$ cat src/rtl/nibble_serial_adder.sv
// ============================================================================
// Module   : nibble_serial_adder
// Brief    : WIDTH-bit adder time-multiplexed over one 4-bit G/P lookahead
//            slice, LSB nibble first. Define NIBBLE_SERIAL_ADDER_SUB_EN to add
//            the sub input and the signed-overflow output ovf.
// Revision : 1.0  initial release
// ============================================================================
`default_nettype none

module nibble_serial_adder #(
    parameter int WIDTH = 16
) (
    input  logic             clk,
    input  logic             rst_n,
    input  logic             in_valid,
    output logic             in_ready,
    input  logic [WIDTH-1:0] a,
    input  logic [WIDTH-1:0] b,
    input  logic             cin,
    output logic             out_valid,
    input  logic             out_ready,
`ifdef NIBBLE_SERIAL_ADDER_SUB_EN
    input  logic             sub,
    output logic             ovf,
`endif
    output logic [WIDTH-1:0] s,
    output logic             cout,
    output logic             busy
);

    localparam int NIB   = WIDTH / 4;
    localparam int IDX_W = (NIB > 1) ? $clog2(NIB) : 1;
    localparam logic [IDX_W-1:0] LAST_IDX = IDX_W'(NIB - 1);

    typedef enum logic [1:0] {
        IDLE = 2'd0,
        RUN  = 2'd1,
        DONE = 2'd2
    } state_t;

    state_t           r_state;
    state_t           w_state_nxt;
    logic [WIDTH-1:0] r_a;
    logic [WIDTH-1:0] r_b;
    logic [IDX_W-1:0] r_idx;
    logic             r_carry;
    logic [WIDTH-1:0] r_s;
    logic             r_cout;
    logic             r_ovf;

    logic [3:0]       w_a_nib;
    logic [3:0]       w_b_raw;
    logic [3:0]       w_b_nib;
    logic [3:0]       w_g;
    logic [3:0]       w_p;
    logic [4:0]       w_c;
    logic [3:0]       w_sum;

    assign w_a_nib = r_a[{r_idx, 2'b00} +: 4];
    assign w_b_raw = r_b[{r_idx, 2'b00} +: 4];

`ifdef NIBBLE_SERIAL_ADDER_SUB_EN
    logic r_sub;
    assign w_b_nib = r_sub ? ~w_b_raw : w_b_raw;
    assign ovf     = r_ovf;
`else
    assign w_b_nib = w_b_raw;
`endif

    // Carry lookahead across the slice; w_c[3] is the carry into the nibble MSB.
    assign w_g    = w_a_nib & w_b_nib;
    assign w_p    = w_a_nib ^ w_b_nib;
    assign w_c[0] = r_carry;
    assign w_c[1] = w_g[0] | (w_p[0] & w_c[0]);
    assign w_c[2] = w_g[1] | (w_p[1] & w_g[0]) | (w_p[1] & w_p[0] & w_c[0]);
    assign w_c[3] = w_g[2] | (w_p[2] & w_g[1]) | (w_p[2] & w_p[1] & w_g[0])
                  | (w_p[2] & w_p[1] & w_p[0] & w_c[0]);
    assign w_c[4] = w_g[3] | (w_p[3] & w_g[2]) | (w_p[3] & w_p[2] & w_g[1])
                  | (w_p[3] & w_p[2] & w_p[1] & w_g[0])
                  | (w_p[3] & w_p[2] & w_p[1] & w_p[0] & w_c[0]);
    assign w_sum  = w_p ^ w_c[3:0];

    always_comb begin
        w_state_nxt = r_state;
        in_ready    = 1'b0;
        out_valid   = 1'b0;
        busy        = 1'b1;
        case (r_state)
            IDLE: begin
                in_ready = 1'b1;
                busy     = 1'b0;
                if (in_valid) begin
                    w_state_nxt = RUN;
                end
            end
            RUN: begin
                if (r_idx == LAST_IDX) begin
                    w_state_nxt = DONE;
                end
            end
            DONE: begin
                out_valid = 1'b1;
                if (out_ready) begin
                    w_state_nxt = IDLE;
                end
            end
            default: begin
                w_state_nxt = IDLE;
            end
        endcase
    end

    always_ff @(posedge clk) begin
        if (!rst_n) begin
            r_state <= IDLE;
            r_a     <= '0;
            r_b     <= '0;
            r_idx   <= '0;
            r_carry <= 1'b0;
            r_s     <= '0;
            r_cout  <= 1'b0;
            r_ovf   <= 1'b0;
`ifdef NIBBLE_SERIAL_ADDER_SUB_EN
            r_sub   <= 1'b0;
`endif
        end else begin
            r_state <= w_state_nxt;
            case (r_state)
                IDLE: begin
                    if (in_valid) begin
                        r_a   <= a;
                        r_b   <= b;
                        r_idx <= '0;
`ifdef NIBBLE_SERIAL_ADDER_SUB_EN
                        r_sub   <= sub;
                        r_carry <= sub ? 1'b1 : cin;
`else
                        r_carry <= cin;
`endif
                    end
                end
                RUN: begin
                    r_s[{r_idx, 2'b00} +: 4] <= w_sum;
                    r_carry                  <= w_c[4];
                    r_idx                    <= r_idx + 1'b1;
                    if (r_idx == LAST_IDX) begin
                        r_cout <= w_c[4];
                        r_ovf  <= w_c[3] ^ w_c[4];
                    end
                end
                default: begin
                end
            endcase
        end
    end

    assign s    = r_s;
    assign cout = r_cout;

endmodule

`default_nettype wire

$ cat config.mk
export PLATFORM = sky130hd
export DESIGN_NAME = nibble_serial_adder
export DESIGN_NICKNAME = d
export VERILOG_FILES = /design/src/rtl/nibble_serial_adder.sv
export SDC_FILE = /design/constraint.sdc
export NUM_CORES = 1
export LEC_CHECK = 0
export ABC_CLOCK_PERIOD_IN_PS = 3200
export CAP_MARGIN = 20
export CORE_ASPECT_RATIO = 2
export CORE_MARGIN = 2
export CORE_UTILIZATION = 40
export CTS_BUF_LIST = sky130_fd_sc_hd__clkbuf_8 sky130_fd_sc_hd__clkbuf_16
export CTS_CLUSTER_DIAMETER = 100
export DETAILED_ROUTE_END_ITERATION = 7
export PLACE_DENSITY = 0.66
export SLEW_MARGIN = 20
export SYNTH_ARGS = -nofsm -noshare
export SYNTH_HDL_FRONTEND = slang
export SYNTH_SLANG_ARGS = --single-unit
$ cat constraint.sdc
create_clock -name clk -period 3.2 [get_ports clk]
set_input_delay 0.8 -clock clk [delete_from_list [all_inputs] [get_ports clk]]
set_output_delay 0.8 -clock clk [all_outputs]
set_load 0.01 [all_outputs]
==> run_results.csv, run 1 <==
group,metric,value,unit
clock_tree,cts_made_buffers,5,
pwr,peakVddDrop,307,uV
clock_tree,cts-resized-gates,0,
synth,ys_ff_latch,54,
place,port_buffers,56,
place,place_congestion,0.855,
synth,synth_cells,274,
die,die_y,114,um
route,drc,0,
worst_setup_path,cp-start-kind,"flip-flop",
cells_and_area,design_area,3210,um^2
worst_setup_path,ff2ff_setup_slack,0.60,ns
clock_tree,hold_buffers,0,
route,viasPerCell,5.35,
timing,setup_viol,0,
clock_tree,clkSinkCount,54,
die,boundaryPins,57,
timing,fin_crit,2.60,ns
worst_setup_path,cp.arrival,2.76,ns
timing,slew_viol_final,0,
clock_tree,clockRootBuffer,"clkbuf_16",
pwr,power_density,483,nW/um^2
synth,synth.distinct_cells,38,
synth,yosys_warnings,0,
route,antenna_left,0,
timing,tightest_slew,0.606,ns
worst_setup_path,crit_path_end_kind,"flip-flop",
die,row_count,40,
grt,overflow,0,
place,place_hpwl,4.45,mm
place,dpl-instance-area,3050,um^2
clock_tree,clock_latency,0.29,ns
timing,max_freq,384,MHz
timing,slew_headroom,59.5,%
worst_setup_path,crit_path_end,"s[7]$_SDFFE_PN0P_",
synth,synth_fp_nets,323,
worst_setup_path,worstPathRequired,3.36,ns
cells_and_area,fillers,573,
status,outcome,"completed",
timing,finalSetupTns,0,ns
synth,synth_seq_area_share,44.3,%
cells_and_area,drive_gt1_share,9.12,%
die,fp.dieW,59.2,um
worst_setup_path,crit_type,"flip-flop to flip-flop",
clock_tree,path_clk_slew,0.07,ns
worst_setup_path,reg2reg_from,"r_idx[0]$_SDFFE_PN0P_",
cells_and_area,antennaDiodeCount,0,
min_path,hold_path_class,"flip-flop to flip-flop",
synth,avgSynthCellArea,8.90,um^2
timing,clock_skew,0.00639,ns
clock_tree,post_cts_buffers,0,
die,initial_core_util,40.9,%
worst_setup_path,crit_fanout,10,
route,via_count,2099,
synth,synth_area,2440,um^2
grt,grt_usage,18.7,%
die,coreArea,5960,um^2
grt,grt_pass1_vias,2096,
cells_and_area,nNetsFinal,377,
die,die-area,6770,um^2
clock_tree,htree_levels,2,
grt,grt_max_degree,35,
cells_and_area,area_delta_synth_final,31.7,%
run,max_cap_violations,0,
timing,hold_violations,0,
clock_tree,cts_buffer_depth,2,
grt,grt_pass1_wl,9.50,mm
route,drtIter0Drc,91,
worst_setup_path,rr_worst_depth,6,
route,avgRoutedWirePerCell,14.8,um
grt,antenna_found_initial,0,
route,routed_wirelength,5.80,mm
worst_setup_path,timing.rr.end,"s[7]$_SDFFE_PN0P_",
worst_setup_path,crit_start,"r_idx[0]$_SDFFE_PN0P_",
pwr,p_leak,0.00121,uW
timing,rsz0062_at_grt,"false",
route,dr.pass1.iters,5,
clock_tree,cts_tree,"yes",
timing,period_share,81.3,%
==> per-layer routing <==
| layer | GRT usage, % | part of all wire (%) | wire length, um | vias to the layer above |
|---|---|---|---|---|
| met5 | 0 | 0 | 0 | - |
| met4 | 11.1 | 4.2 | 241 | 0 |
| met3 | 3.05 | 2.7 | 154 | 16 |
| met2 | 34.9 | 57 | 3330 | 58 |
| met1 | 17.9 | 36 | 2080 | 982 |
| li1 | - | - | - | 1043 |
==> through the flow <==
stage                     instances  worst slack [ns]  total power (uW)  utilization [%]  hold WS (ns)
after floorplan                 274             0.759               876                -         0.433
after global placement          384             0.643               970             51.2         0.443
after detailed placement        384             0.588               974             51.2         0.446
after CTS                       392             0.568              1560             53.9         0.455
after global routing            392             0.341              1610             53.9         0.471
final                           392             0.599              1550             53.9         0.455
==> worst min-delay path by stage <==
stage / cells past startpoint / slack [ns] / to / start
after floorplan: 2 / 0.43 / r_a[10]$_SDFFE_PN0P_ / r_a[10]$_SDFFE_PN0P_
after global placement: 2 / 0.44 / r_b[15]$_SDFFE_PN0P_ / r_b[15]$_SDFFE_PN0P_
after detailed placement: 2 / 0.45 / r_b[15]$_SDFFE_PN0P_ / r_b[15]$_SDFFE_PN0P_
after CTS: 2 / 0.46 / r_b[15]$_SDFFE_PN0P_ / r_b[15]$_SDFFE_PN0P_
after global routing: 2 / 0.47 / r_b[13]$_SDFFE_PN0P_ / r_b[13]$_SDFFE_PN0P_
final: 2 / 0.45 / r_b[15]$_SDFFE_PN0P_ / r_b[15]$_SDFFE_PN0P_
==> state kept, by name (all words and copies together), names as in the netlist <==
name,count
r_idx,2
s,16
cout,1
r_state,2
r_carry,1
r_a,16
r_b,16
==> placed cells by master, fill, tap and decap left out, drive strengths merged, types with 5 or more instances in the layout <==
master / n
nand2: 75
clkdlybuf4s50: 56
dfxtp: 54
a21oi: 39
nor2: 14
ha: 11
inv: 11
mux4: 8
a22oi: 8
nand3: 7
buf: 6
clkbuf: 5
==> kinds of logic (layout without fill, tap and decap cells) <==
family          count (synthesis)  in the layout  synth area share (%)
flops                          54             54                  44.3
compound gates                 63             63                  15.6
xor+xnor                        2              2                 0.718
buf+inv                        25             80                  4.57
simple gates                  110            110                  20.9
fa+ha+maj                      12             12                  6.46
mux                             8              8                  7.39
==> cells in the mapped netlist <==
library cell  count  area [um^2]
ha_1             11          138
a32oi_1           4         35.0
nor2_2            1         6.26
buf_2             8         40.0
a22oi_1           8         60.1
o21ai_1           2         10.0
inv_2             3         11.3
o21bai_1          1         7.51
nand4bb_1         1         11.3
a31oi_1           1         6.26
dfxtp_1          54         1080
o31ai_2           1         12.5
nand2_1          75          282
clkbuf_1          6         22.5
o21a_1            1         7.51
nand2b_1          2         12.5
a21oi_1          39          195
fa_1              1         20.0
nor4_4            1         21.3
nand3_1           7         35.0
inv_1             6         22.5
a211o_1           1         8.76
xor2_1            1         8.76
or2_2             1         6.26
mux4_2            8          180
clkinv_1          1         3.75
a41oi_1           1         8.76
o31ai_1           3         22.5
nor2b_1           3         18.8
nor3b_2           1         12.5
and2_1            2         12.5
a21o_1            1         7.51
nand3b_1          1         7.51
nand3b_2          1         11.3
nor2_1           13         48.8
xnor2_1           1         8.76
buf_6             1         11.3
nor4b_4           1         23.8
==> where the power goes <==
part,internal [uW],switching [uW],total [uW],leakage (uW)
sequential,703,25.4,728,0.000441
clock,364,231,594,0.0000864
combinational,112,117,229,0.000683
total,1180,373,1550,0.00121
==> critical path: stages, from the launching register on <==
cell,delay (ns)
dfxtp_1,0.67
mux4_2,0.63
ha_1,0.33
a41oi_1,0.21
o21ai_1,0.14
xnor2_1,0.36
o31ai_1,0.12
==> layout make-up <==
class	count	area (um^2)	share of cell area, %
timing repair buffer	62	606	18.9
sequential	54	1080	33.7
inverter	10	37.5	1.17
clock inverter	3	37.5	1.17
multi-input combinational	195	1250	38.8
clock buffer	5	125	3.90
tap	63	78.8	2.45
No activity file was read; power rests on OpenSTA's default activity.
==> run 2, diff against run 1 <==
ABC_CLOCK_PERIOD_IN_PS = 2200   (was 3200)
PLACE_DENSITY = 0.69   (was 0.66)
clock period = 2.2 ns   (was 3.2 ns; I/O delays follow)
==> run_results.csv, run 2 (synthesized netlist as in run 1, its figures left out) <==
group,metric,value,unit
pwr,peakVddDrop,344,uV
clock_tree,clockRootBuffer,"clkbuf_16",
clock_tree,htree_levels,2,
timing,period_share,96.2,%
clock_tree,cts_buffer_depth,2,
timing,fin_crit,2.12,ns
clock_tree,path_clk_slew,0.07,ns
worst_setup_path,cp_cell_sequence,"mux4_2 > ha_4 > a211o_1 > a21o_1 > a32oi_1 > nor2_1",
worst_setup_path,worstPathBufferInverterCount,0,
worst_setup_path,crit_path_end_kind,"flip-flop",
worst_setup_path,cpPeakStageDelay,0.58,ns
route,viasPerCell,5.22,
timing,hold_violations,0,
grt,grt_max_degree,53,
worst_setup_path,path_delay_family,"compound AO/OA/AOI/OAI gates",
grt,overflow,0,
timing,clock_skew,0.00323,ns
die,boundaryPins,57,
timing,hold_ws,0.451,ns
place,port_buffers,56,
route,avgRoutedWirePerCell,15.5,um
route,routed_wirelength,6.15,mm
pwr,power.internal,1670,uW
cells_and_area,drive_gt1_share,14.3,%
route,drtIter0Drc,104,
timing,rsz0062_at_grt,"true",
grt,grt_pass1_vias,2080,
route,dr.pass1.iters,4,
grt,grt_pass1_wl,9.92,mm
clock_tree,clkSinkCount,54,
route,drc,0,
clock_tree,cts_made_buffers,5,
timing,setup_viol,0,
cells_and_area,final_common_cell,"nand2_1",
die,fp.dieW,59.2,um
pwr,pwr-share-comb,17.4,%
cells_and_area,post_layout_nonfiller_instances,398,
timing,finalSetupTns,0,ns
die,initial_core_util,40.9,%
worst_setup_path,worstPathRequired,2.37,ns
die,row_count,40,
min_path,hold_path_class,"flip-flop to flip-flop",
pwr,p_switching,551,uW
pwr,p_clk_share,35.0,%
die,die_y,114,um
pwr,p_leak,0.00125,uW
timing,slew_viol_final,0,
grt,antenna_found_initial,0,
pwr,power_density,662,nW/um^2
timing,tightest_slew,0.449,ns
place,place_congestion,0.908,
cells_and_area,final_cell_mix,"nand2_1 (75), clkdlybuf4s50_1 (56), dfxtp_1 (52)",
worst_setup_path,critPathSlowestCell,"mux4_2",
clock_tree,clock_latency,0.29,ns
place,dp.cells,386,
clock_tree,cts_tree,"yes",
cells_and_area,area_delta_synth_final,37.8,%
cells_and_area,fin_util,56.4,%
timing,max_freq,472,MHz
grt,grt_usage,19.8,%
die,coreArea,5960,um^2
cells_and_area,nNetsFinal,383,
route,via_count,2079,
worst_setup_path,cp.arrival,2.29,ns
place,place_hpwl,4.79,mm
worst_setup_path,crit_type,"flip-flop to flip-flop",
cells_and_area,fillers,542,
timing,slew_headroom,69.9,%
worst_setup_path,cp-start-kind,"flip-flop",
worst_setup_path,crit_fanout,7,
die,die-area,6770,um^2
pwr,p_sw_share,24.8,%
cells_and_area,antennaDiodeCount,0,
pwr,power_frac_seq,47.6,%
run,max_cap_violations,0,
route,antenna_left,0,
status,outcome,"completed",
## run 2: changes by cell type in the layout (fill, tap and decap cells not counted), sizes merged
cell    change
buf         +6
clkbuf      +1
inv         -1
bufinv      -1
clkinv      +1
## run 2: through the flow
step	instance area, um^2	worst slack [ns]	total power, uW
after floorplan	2480	0.0145	1290
after global placement	3140	0.0886	1440
after detailed placement	3140	0.00242	1450
after CTS	3300	0.0149	2230
after global routing	3360	-0.0102	2320
final	3360	0.0831	2220
## run 2: worst min-delay path, delay by kind of cell (launching register included)
kind | cells | cell delay, ns
flops | 1 | 0.31
simple gates | 1 | 0.05
compound gates | 1 | 0.05
## run 2: timing repair
item | in CTS | in global routing
setup endpoints to repair | 2 | 10
hold buffers | 0 | 0
endpoints found under the hold margin | 0 | 0
pin swaps | 0 | 6
buffers inserted | 1 | 3
gates resized for setup | 3 | 6
gates cloned | 0 | 0
## run 2: power by group through the flow
stage	Sequential (uW)	Clock (uW)	Combinational [uW]
finish	1060	777	387
detailed placement	1080	0	366
CTS	1060	795	373
global placement	1080	0	361
global route	1060	831	425
floorplan	1070	0	217
## run 2: cell type report
type | count | area (um^2) | area share, %
clock buffers | 6 | 139 | 4.13
flip-flops and latches | 54 | 1090 | 32.3
inverters | 10 | 37.5 | 1.12
repair buffers | 68 | 688 | 20.5
multi-input cells | 195 | 1320 | 39.3
clock inverters | 2 | 8.76 | 0.261
well taps | 63 | 78.8 | 2.35
## run 2: worst paths after layout
path / start / endpoint / slack, ns / depth (start not counted)
worst min-delay path: r_a[11]$_SDFFE_PN0P_ / r_a[11]$_SDFFE_PN0P_ / 0.45 / 2
worst max-delay path: r_idx[0]$_SDFFE_PN0P_ / s[14]$_SDFFE_PN0P_ / 0.08 / 6
worst max register to register: r_idx[0]$_SDFFE_PN0P_ / s[14]$_SDFFE_PN0P_ / 0.08 / 6
worst min register to register: r_a[11]$_SDFFE_PN0P_ / r_a[11]$_SDFFE_PN0P_ / 0.45 / 2
## run 2: routing by layer
| layer | track usage [%] | wire length, um |
|---|---|---|
| met1 | 18.2 | 2100 |
| met3 | 2.82 | 128 |
| met5 | 0 | 0 |
| met2 | 37.7 | 3620 |
| met4 | 12.7 | 303 |
==> run 3, diff against run 2 <==
MAX_ROUTING_LAYER = met4   (was unset)
==> run_results.csv, run 3 (synthesized netlist as in run 1, its figures left out) <==
group,metric,value,unit
pwr,p_total,2230,uW
clock_tree,htree_levels,2,
route,via_count,2079,
place,place_congestion,0.923,
timing,slew_viol_final,0,
run,max_cap_violations,0,
die,row_count,40,
worst_setup_path,crit_fanout,7,
place,dpl-instance-area,3140,um^2
place,place_hpwl,4.79,mm
pwr,power_density,662,nW/um^2
route,drtIter0Drc,103,
die,initial_core_util,40.9,%
timing,period_share,96.1,%
timing,setup_viol,0,
cells_and_area,design_area,3360,um^2
grt,top_usage_layer,"met2",
pwr,p_leak,0.00125,uW
clock_tree,clkSinkCount,54,
die,coreArea,5960,um^2
timing,max_freq,473,MHz
grt,grt_pass1_vias,2080,
timing,tightest_slew,0.450,ns
worst_setup_path,cp-start-kind,"flip-flop",
timing,clock_skew,0.00324,ns
route,routed_wirelength,6.17,mm
cells_and_area,nNetsFinal,383,
grt,overflow,0,
clock_tree,clockRootBuffer,"clkbuf_16",
grt,grt_use_met3,2.49,%
worst_setup_path,crit_path_end_kind,"flip-flop",
worst_setup_path,crit_type,"flip-flop to flip-flop",
route,viasPerCell,5.22,
worst_setup_path,worstPathRequired,2.37,ns
place,port_buffers,56,
clock_tree,cts_buffer_depth,2,
cells_and_area,fillers,542,
grt,grtUsageMet2,37.7,%
grt,grt_usage,20.3,%
clock_tree,clock_latency,0.29,ns
grt,grt_max_degree,53,
die,die-area,6770,um^2
die,die_y,114,um
cells_and_area,drive_gt1_share,14.3,%
grt,grt_pass1_wl,9.92,mm
route,antenna_left,0,
timing,fin_ws,0.0854,ns
pwr,peakVddDrop,345,uV
grt,antenna_found_initial,0,
cells_and_area,antennaDiodeCount,0,
route,drc,0,
place,pre_cts_ws,0.00242,ns
cells_and_area,final_common_cell,"nand2_1",
cells_and_area,final_cell_mix,"nand2_1 (75), clkdlybuf4s50_1 (56), dfxtp_1 (52)",
cells_and_area,area_delta_synth_final,37.8,%
die,fp.dieW,59.2,um
min_path,hold_path_class,"flip-flop to flip-flop",
timing,hold_violations,0,
clock_tree,cts_made_buffers,5,
clock_tree,path_clk_slew,0.07,ns
timing,rsz0062_at_grt,"true",
timing,fin_crit,2.11,ns
grt,gr-usage-met1,18.2,%
cells_and_area,fin_util,56.4,%
route,dr.pass1.iters,4,
timing,finalSetupTns,0,ns
worst_setup_path,cp.arrival,2.29,ns
status,outcome,"completed",
clock_tree,cts_tree,"yes",
timing,slew_headroom,69.8,%
die,boundaryPins,57,
route,avgRoutedWirePerCell,15.5,um
==> run 3: through the flow <==
step | std cells | hold WS (ns)
4_1_cts | 395 | 0.455
5_1_grt | 398 | 0.472
2_1_floorplan | 274 | 0.433
3_5_place_dp | 386 | 0.446
3_3_place_gp | 386 | 0.444
6_report | 398 | 0.451
==> run 3: layer usage <==
metal	vias up	routed length [um]	share of wire, %
li1	1062	-	-
met3	19	133	2.2
met2	56	3620	59
met5	-	0	0
met1	942	2110	34
met4	0	313	5.1
==> run 3: cell type report <==
cell class | instances | area, um^2 | share of cell area [%]
Clock buffer | 6 | 139 | 4.13
Tap cell | 63 | 78.8 | 2.35
Sequential cell | 54 | 1090 | 32.3
Multi-Input combinational cell | 195 | 1320 | 39.3
Timing Repair Buffer | 68 | 688 | 20.5
Clock inverter | 2 | 8.76 | 0.261
Inverter | 10 | 37.5 | 1.12
==> run 3: report_power, final <==
part / switching [uW] / total (uW) / internal [uW]
sequential: 36.8 / 1060 / 1020
clock: 332 / 779 / 447
combinational: 183 / 387 / 203
==> run 3: path summary, 6_finish.rpt <==
kind	slack, ns	end	from	depth (start not counted)
worst max register to register	0.09	s[14]$_SDFFE_PN0P_	r_idx[0]$_SDFFE_PN0P_	6
worst max-delay path	0.09	s[14]$_SDFFE_PN0P_	r_idx[0]$_SDFFE_PN0P_	6
worst min-delay path	0.45	r_a[11]$_SDFFE_PN0P_	r_a[11]$_SDFFE_PN0P_	2
worst min register to register	0.45	r_a[11]$_SDFFE_PN0P_	r_a[11]$_SDFFE_PN0P_	2
==> run 3: worst max-delay path, cell delays in order (launching register included) <==
cell and delay, ns:
dfxtp_4 0.41, mux4_2 0.58, ha_4 0.27, a211o_1 0.27, a21o_1 0.21, a32oi_1 0.20, nor2_1 0.06
==> run 3: what timing repair did <==
action,CTS,global route
setup endpoints to repair,2,10
pin swaps,0,6
hold buffers,0,0
buffers inserted,1,3
resized for setup,3,6
